**config.mk**
```make
export PLATFORM = sky130hd
export DESIGN_NAME = regfile_scoreboard
export DESIGN_NICKNAME = d
export VERILOG_FILES = /design/src/rtl/regfile_pkg.sv /design/src/rtl/rf_scoreboard.sv /design/src/rtl/regfile_scoreboard.sv
export SDC_FILE = /design/constraint.sdc
export NUM_CORES = 2
export LEC_CHECK = 0
export BUFFER_PORTS_ARGS = -buffer_cell sky130_fd_sc_hd__buf_2
export CORE_MARGIN = 2
export CORE_UTILIZATION = 62
export CTS_BUF_LIST = sky130_fd_sc_hd__clkbuf_2 sky130_fd_sc_hd__clkbuf_4 sky130_fd_sc_hd__clkbuf_8
export CTS_CLUSTER_SIZE = 28
export DETAILED_ROUTE_END_ITERATION = 8
export PLACE_DENSITY_LB_ADDON = 0.15
export SLEW_MARGIN = 40
export SYNTH_ARGS = -nofsm -noshare
export SYNTH_HDL_FRONTEND = slang
export SYNTH_SLANG_ARGS = --single-unit
```
**constraint.sdc**
```tcl
create_clock -name clk -period 3.4 [get_ports clk]
set_input_delay 0.68 -clock clk [delete_from_list [all_inputs] [get_ports clk]]
set_output_delay 0.68 -clock clk [all_outputs]
set_load 0.05 [all_outputs]
```
**src/rtl/regfile_pkg.sv**
```systemverilog
// Shared defaults and types for the RV32I integer register file.
package regfile_pkg;

    localparam int XLEN_DEF  = 32;
    localparam int NREGS_DEF = 32;
    localparam int AW_DEF    = $clog2(NREGS_DEF);

    typedef logic [XLEN_DEF-1:0] word_t;

endpackage

```
**src/rtl/rf_scoreboard.sv**
```systemverilog
// Pending-write scoreboard: one busy bit per register.
// Issue sets the bit, write-back clears it. A write-back to a register
// that is not pending raises a sticky error flag.
module rf_scoreboard
    import regfile_pkg::*;
#(
    parameter int NREGS  = NREGS_DEF,
    parameter int NRD    = 2,
    parameter int BYPASS = 1,
    localparam int AW    = $clog2(NREGS)
) (
    input  logic              clk,
    input  logic              reset,
    input  logic [NRD*AW-1:0] rs_addr,
    output logic [NRD-1:0]    rs_busy,
    input  logic              issue_valid,
    input  logic [AW-1:0]     issue_rd,
    output logic              issue_ready,
    input  logic              wb_valid,
    input  logic [AW-1:0]     wb_rd,
    output logic              err_wb_unexp
);

    logic [NREGS-1:0] busy;
    logic             wb_hits_issue;
    logic             issue_fire;

    // A write-back landing this cycle frees its register, so an issue
    // to that register does not have to wait.
    assign wb_hits_issue = wb_valid && (wb_rd == issue_rd);
    assign issue_ready   = !busy[issue_rd] || wb_hits_issue || (issue_rd == '0);
    assign issue_fire    = issue_valid && issue_ready && (issue_rd != '0);

    // Per-port busy view; a matching write-back hides the pending mark
    // when bypassing, because the data is already on the read port.
    for (genvar g = 0; g < NRD; g++) begin : g_busy
        logic [AW-1:0] a;
        logic          wb_hit;
        assign a          = rs_addr[g*AW +: AW];
        assign wb_hit     = (BYPASS != 0) && wb_valid && (wb_rd == a);
        assign rs_busy[g] = (a != '0) && busy[a] && !wb_hit;
    end

    // Busy bits and error flag. The issue set is ordered after the
    // write-back clear so a same-cycle issue to the same rd keeps it busy.
    always_ff @(posedge clk) begin
        if (reset) begin
            busy         <= '0;
            err_wb_unexp <= 1'b0;
        end else begin
            if (wb_valid && (wb_rd != '0)) begin
                busy[wb_rd] <= 1'b0;
                if (!busy[wb_rd]) begin
                    err_wb_unexp <= 1'b1;
                end
            end
            if (issue_fire) begin
                busy[issue_rd] <= 1'b1;
            end
        end
    end

endmodule

```
**src/rtl/regfile_scoreboard.sv**
```systemverilog
// Integer register file with NRD combinational read ports, one write-back
// port, optional write-back-to-read bypass and a pending-write scoreboard.
// x0 reads as zero and is never written.
module regfile_scoreboard
    import regfile_pkg::*;
#(
    parameter int XLEN   = XLEN_DEF,
    parameter int NREGS  = NREGS_DEF,
    parameter int NRD    = 2,
    parameter int BYPASS = 1,
    localparam int AW    = $clog2(NREGS)
) (
    input  logic                clk,
    input  logic                reset,
    input  logic [NRD*AW-1:0]   rs_addr,
    output logic [NRD*XLEN-1:0] rs_data,
    output logic [NRD-1:0]      rs_busy,
    input  logic                issue_valid,
    input  logic [AW-1:0]       issue_rd,
    output logic                issue_ready,
    input  logic                wb_valid,
    input  logic [AW-1:0]       wb_rd,
    input  logic [XLEN-1:0]     wb_data,
    output logic [XLEN-1:0]     last_wb,
    output logic                err_wb_unexp
);

    logic [XLEN-1:0] regs [NREGS];

    // Register storage and debug copy of the last write-back; x0 is
    // skipped on write so it stays zero from reset onward.
    always_ff @(posedge clk) begin
        if (reset) begin
            for (int r = 0; r < NREGS; r++) begin
                regs[r] <= '0;
            end
            last_wb <= '0;
        end else if (wb_valid) begin
            last_wb <= wb_data;
            if (wb_rd != '0) begin
                regs[wb_rd] <= wb_data;
            end
        end
    end

    // Read muxes with same-cycle write-back forwarding.
    for (genvar g = 0; g < NRD; g++) begin : g_rd
        logic [AW-1:0] a;
        logic          wb_hit;
        assign a      = rs_addr[g*AW +: AW];
        assign wb_hit = (BYPASS != 0) && wb_valid && (wb_rd == a);
        assign rs_data[g*XLEN +: XLEN] = (a == '0) ? '0 :
                                         wb_hit    ? wb_data : regs[a];
    end

    rf_scoreboard #(
        .NREGS  (NREGS),
        .NRD    (NRD),
        .BYPASS (BYPASS)
    ) u_sb (
        .clk          (clk),
        .reset        (reset),
        .rs_addr      (rs_addr),
        .rs_busy      (rs_busy),
        .issue_valid  (issue_valid),
        .issue_rd     (issue_rd),
        .issue_ready  (issue_ready),
        .wb_valid     (wb_valid),
        .wb_rd        (wb_rd),
        .err_wb_unexp (err_wb_unexp)
    );

endmodule
```
# After elaboration in Yosys (flattened, before gate mapping)
# Memory sizes are Yosys's and may differ from the RTL's.
# Cells that the tools add are included.
# word_totals
wordCells	71
ramBits	1024
in_bits	56
register_bits	65
n_memories	1
output_inout_bits	100
# memory_table
name	depth	word_bits	rd	rd_clocked_by_memory_dff	wr	line	rtl
regs	32	32	2	0	32	regfile_scoreboard.sv:28	logic [XLEN-1:0] regs [NREGS];
# op_classes
n_eq_ne	3
n_lt_le_gt_ge	6
bitwise	4
mux	28
reduce_logical	26
# op_table
cell	n
$mux 32	8
$and 32x32->32	1
$not 32->32	1
$or 32x32->32	1
$reduce_or 32->1	1
$lt 5x6->1 const B	4
$bmux 1 s5	4
$reduce_bool 5->1	4
$eq 5x5->1	3
$logic_not 5->1	3
$mux 1	13
$logic_and 1x1->1	12
$demux 1 s5	2
$ge 5x1->1 const B	2
$mux 5	1
$logic_not 1->1	3
$logic_or 1x1->1	2
$reduce_and 2->1	1
$not 1->1	1

# Longest topological paths before layout
# depth
word_depth	10
ltp_mapped	10
ltp_nobuf	5

# By module
# A second synthesis with hierarchy kept.
# hier_totals
cells_unflattened	4152
hier_area_um2	58832.7
# modules_own_cells
module	area_per_inst_um2	instances	cells_per_inst
regfile_scoreboard	56115.1	1	3866
rf_scoreboard	2717.6	1	286

# Worst setup path before layout
# Ideal clock, no wire load.
# synth_path
path_kind	in2out
from	input port wb_rd[1]
to	output port rs_data[51]
t_arrival_ns	3.151
stages	8
path_slack_ns	-0.431
path_buffers	3
cell_sequence	clkbuf_1 > xor2_1 > nor4_1 > and3_1 > clkbuf_1 > clkbuf_1 > nor3_1 > nor3_1
# synth_via
elab_chain_len	4
# synth_lines
element	line	rtl
start, declared	regfile_scoreboard.sv:22	input logic [AW-1:0] wb_rd,
$eq 5x5->1	regfile_scoreboard.sv:51	assign wb_hit = (BYPASS != 0) && wb_valid && (wb_rd == a);
$logic_and 1x1->1	regfile_scoreboard.sv:51	
$mux 32	regfile_scoreboard.sv:53	wb_hit ? wb_data : regs[a];
$mux 32	regfile_scoreboard.sv:52	assign rs_data[g*XLEN +: XLEN] = (a == '0) ? '0 :
end, declared	regfile_scoreboard.sv:16	output logic [NRD*XLEN-1:0] rs_data,
# No other way between the ends.

==> flow_summary.ini <==
[run_status]
outcome = finished, violations left
violations = negative setup slack

[drt]
vias_per_cell = 7.06
ant_nets = 0
wl_per_cell_um = 34.7
drtPass1Iterations = 6
first_iter_violations = 6941
num_vias = 43500
drt-total-wl_um = 214000
drcViolationCount = 0

[floorplanning]
num_rows = 112
die_y_um = 311
die_w_um = 311
die-area_mm2 = 0.0969
core-area_mm2 = 0.0935
io_pins = 156
initial_core_util_pct = 62.6

[timing]
fin_crit_sh_pct = 107
rsz0062_at_grt = yes
fin_crit_ns = 3.62
finalWorstSetupSlack_ns = -0.222
tightest_slew_ns = 0.868
hold_viol = 0
clock.fmax_mhz = 276
clock_skew_ns = 0.0115
slew_headroom_pct = 42.1
setup_viol = 38
drv_slew = 0

[placed_design]
place_congestion = 1.03
port_buffers = 155
dp_slack_ns = -0.480
dpl_cell_area_mm2 = 0.0658
hpwl_um = 136000

[critical_path]
critPathMaxFanout = 2
critical_path_arrival_ns = 2.94
worstPathCellList = mux4_2, mux4_2, and3_4, a211o_4, buf_12
cp-end-kind = primary output
worstRegToRegCells = 5
cpPeakStageDelay_ns = 0.49
slowest_stage = mux4_2
criticalPathCategory = reg -> out
crit_path_frequent_cell = mux4_2
required_ns = 2.72
worstSetupStartpointType = register

[grt]
grt_pass1_wl_um = 301000
grt_max_degree = 48
grt_antenna_before_repair = 9
grt_pass1_vias = 43600
globalRouteTotalUtil_pct = 44.0
grt_overflow = 0

[clock_network]
cts_buffers = 178
path_clk_slew_ns = 0.06
htreeDepth = 4
cts_root_buf = clkbuf_8
cts_num_sinks = 1089
ctsHoldBuffers = 0
cts_buffer_depth = 3
clkLatencyLatePin_ns = 0.89
cts_tree = done

[yosys]
synth_seq_cells = 1089
synth_edf_count = 1024
synth_ff_type = edfxtp_1
synth_area_per_cell_um2 = 14.1
synth_warnings = 0
syn_inst = 4158
netlist_area_mm2 = 0.0585
synth_cell_types = 64
async_flop_share_pct = 0
ys_seq_area_share_pct = 54.7

[final_layout]
layout-drive-gt1-share_pct = 40.1
syn_to_final_growth_pct = 24.5
post-route-util_pct = 77.9
finalNetCount = 4798
fin_area_mm2 = 0.0729

[power]
p_leak_uw = 0.0267
power-per-cell-area_mw_per_mm2 = 465
peakVddDrop_v = 0.000434

[min_path]
hold_depth = 3
hp-class = in -> reg

[flow_run]
cap_violations = 0
==> metal layers <==
| layer | vias up | routed length [µm] | track usage, % |
|---|---|---|---|
| met5 | - | 41 | 0 |
| met2 | 3807 | 98200 | 67.4 |
| met4 | 6 | 18700 | 33.7 |
| li1 | 17200 | - | - |
| met3 | 902 | 29700 | 12.9 |
| met1 | 21600 | 67100 | 52.9 |
==> flip-flops by register name, indices dropped and copies added (netlist names) <==
signal and cells:
regs 1024, u_sb.busy 32, last_wb 32, u_sb.err_wb_unexp 1
==> synth_stat cells (3+ instances only) <==
| cell | instances | share of area, % |
|---|---|---|
| a21oi_1 | 65 | 0.56 |
| xnor2_1 | 7 | 0.10 |
| inv_1 | 37 | 0.24 |
| a311oi_1 | 3 | 0.045 |
| o22ai_1 | 67 | 0.72 |
| nand2b_1 | 10 | 0.11 |
| nor2_1 | 129 | 0.83 |
| xor2_1 | 8 | 0.12 |
| clkbuf_1 | 313 | 2.0 |
| o211ai_1 | 6 | 0.077 |
| nand3_1 | 36 | 0.31 |
| mux2i_1 | 227 | 3.9 |
| nor3b_1 | 6 | 0.077 |
| buf_4 | 29 | 0.37 |
| o21ai_0 | 59 | 0.50 |
| a211o_1 | 3 | 0.045 |
| a22oi_1 | 57 | 0.73 |
| buf_1 | 34 | 0.22 |
| nor4_1 | 26 | 0.28 |
| mux2_2 | 45 | 0.87 |
| o221ai_1 | 4 | 0.060 |
| nor3_1 | 38 | 0.32 |
| buf_2 | 59 | 0.50 |
| nor2b_1 | 27 | 0.29 |
| or2_2 | 3 | 0.032 |
| and3b_1 | 5 | 0.075 |
| a22o_1 | 40 | 0.60 |
| and2_1 | 996 | 11 |
| a311o_1 | 8 | 0.14 |
| a2111oi_0 | 13 | 0.19 |
| mux4_2 | 446 | 17 |
| and3_1 | 14 | 0.15 |
| nand2_1 | 75 | 0.48 |
| a211oi_1 | 56 | 0.72 |
| a32o_1 | 31 | 0.53 |
| dfxtp_1 | 65 | 2.2 |
| a221oi_1 | 55 | 0.82 |
| edfxtp_1 | 1024 | 53 |
==> cell type report <==
cell class              count  area, µm²
flip-flops and latches   1089      32100
multi-input cells        2623      26900
fillers                  5396      20600
repair buffers            811       8580
clock buffers             254       3130
well taps                1254       1570
clock inverters            75        489
inverters                  39        146
diodes                      7       17.5
==> worst max-delay path: cells and delay by family, from the launching register on <==
kind | cells | cell delay, ns
multiplexers | 2 | 0.96
AND/OR/NAND/NOR | 1 | 0.20
flip-flops | 1 | 0.42
buffers and inverters | 1 | 0.16
AO/OA/AOI/OAI | 1 | 0.31
==> report_power, final <==
part / total [µW] / switching, µW / internal, µW
clock network: 11800 / 5460 / 6320
logic: 6280 / 3560 / 2730
registers: 15800 / 397 / 15400
total: 33900 / 9410 / 24400
==> cells in the final DEF (no fill, tap or decap), types with 12 or more instances in the layout <==
cell type / synthesis / routed
a211oi_1: 56 / 30
a211oi_2: 0 / 15
a21oi_1: 65 / 54
a221oi_1: 55 / 45
a22o_1: 40 / 29
a22oi_2: 0 / 46
a32o_1: 31 / 30
and2_1: 996 / 996
buf_12: 0 / 146
buf_16: 0 / 17
buf_2: 59 / 80
buf_4: 29 / 463
buf_6: 1 / 87
clkbuf_4: 1 / 60
clkbuf_8: 0 / 196
clkinv_1: 2 / 52
clkinv_2: 0 / 18
conb_1: 1 / 32
dfxtp_1: 65 / 61
edfxtp_1: 1024 / 1024
inv_2: 0 / 19
mux2_2: 45 / 44
mux2i_1: 227 / 200
mux2i_4: 0 / 17
mux4_2: 446 / 446
nand2_1: 75 / 50
nand2_2: 0 / 12
nand2_4: 1 / 13
nand3_1: 36 / 26
nor2_1: 129 / 89
nor2_2: 0 / 35
nor2b_1: 27 / 23
nor3_2: 0 / 14
nor3_4: 0 / 18
nor4_4: 0 / 12
o21ai_0: 59 / 36
o21ai_1: 2 / 18
o22ai_1: 67 / 36
o22ai_2: 0 / 20
==> what timing repair did <==
action | 4_1_cts | 5_1_grt
pin swaps | 103 | 79
buffers inserted | 53 | 30
cloned | 7 | 3
setup endpoints to repair | 66 | 67
resized for setup | 410 | 165
==> through the flow <==
stage	setup TNS, ns	hold WS (ns)	total power, µW	std cells
after floorplan	-0.615	0.475	18900	4189
after global placement	-12.07	0.459	21300	5741
after detailed placement	-12.19	0.453	21400	5741
after CTS	-2.21	0.111	33400	6121
after global routing	-3.80	0.157	34600	6148
final	-2.39	0.158	33900	6152
==> path summary, 6_finish.rpt <==
path / start / endpoint / slack [ns]
worst max-delay path: regs[18][13] / rs_data[45] / -0.22
worst min-delay path: wb_data[21] / last_wb[21] / 0.16
worst max register to register: u_sb.busy[3] / u_sb.busy[23] / 1.22
worst min register to register: u_sb.err_wb_unexp / u_sb.err_wb_unexp / 0.46
==> cells by family after synthesis <==
group,after synthesis,share of synthesized area [%]
mux,718,21.9
buf+inv,477,3.41
xor+xnor,15,0.224
other cells,1,0.00641
flops,1089,54.7
simple gates,1379,13.8
compound gates,479,5.91
Power figures use the tool's default switching activity.
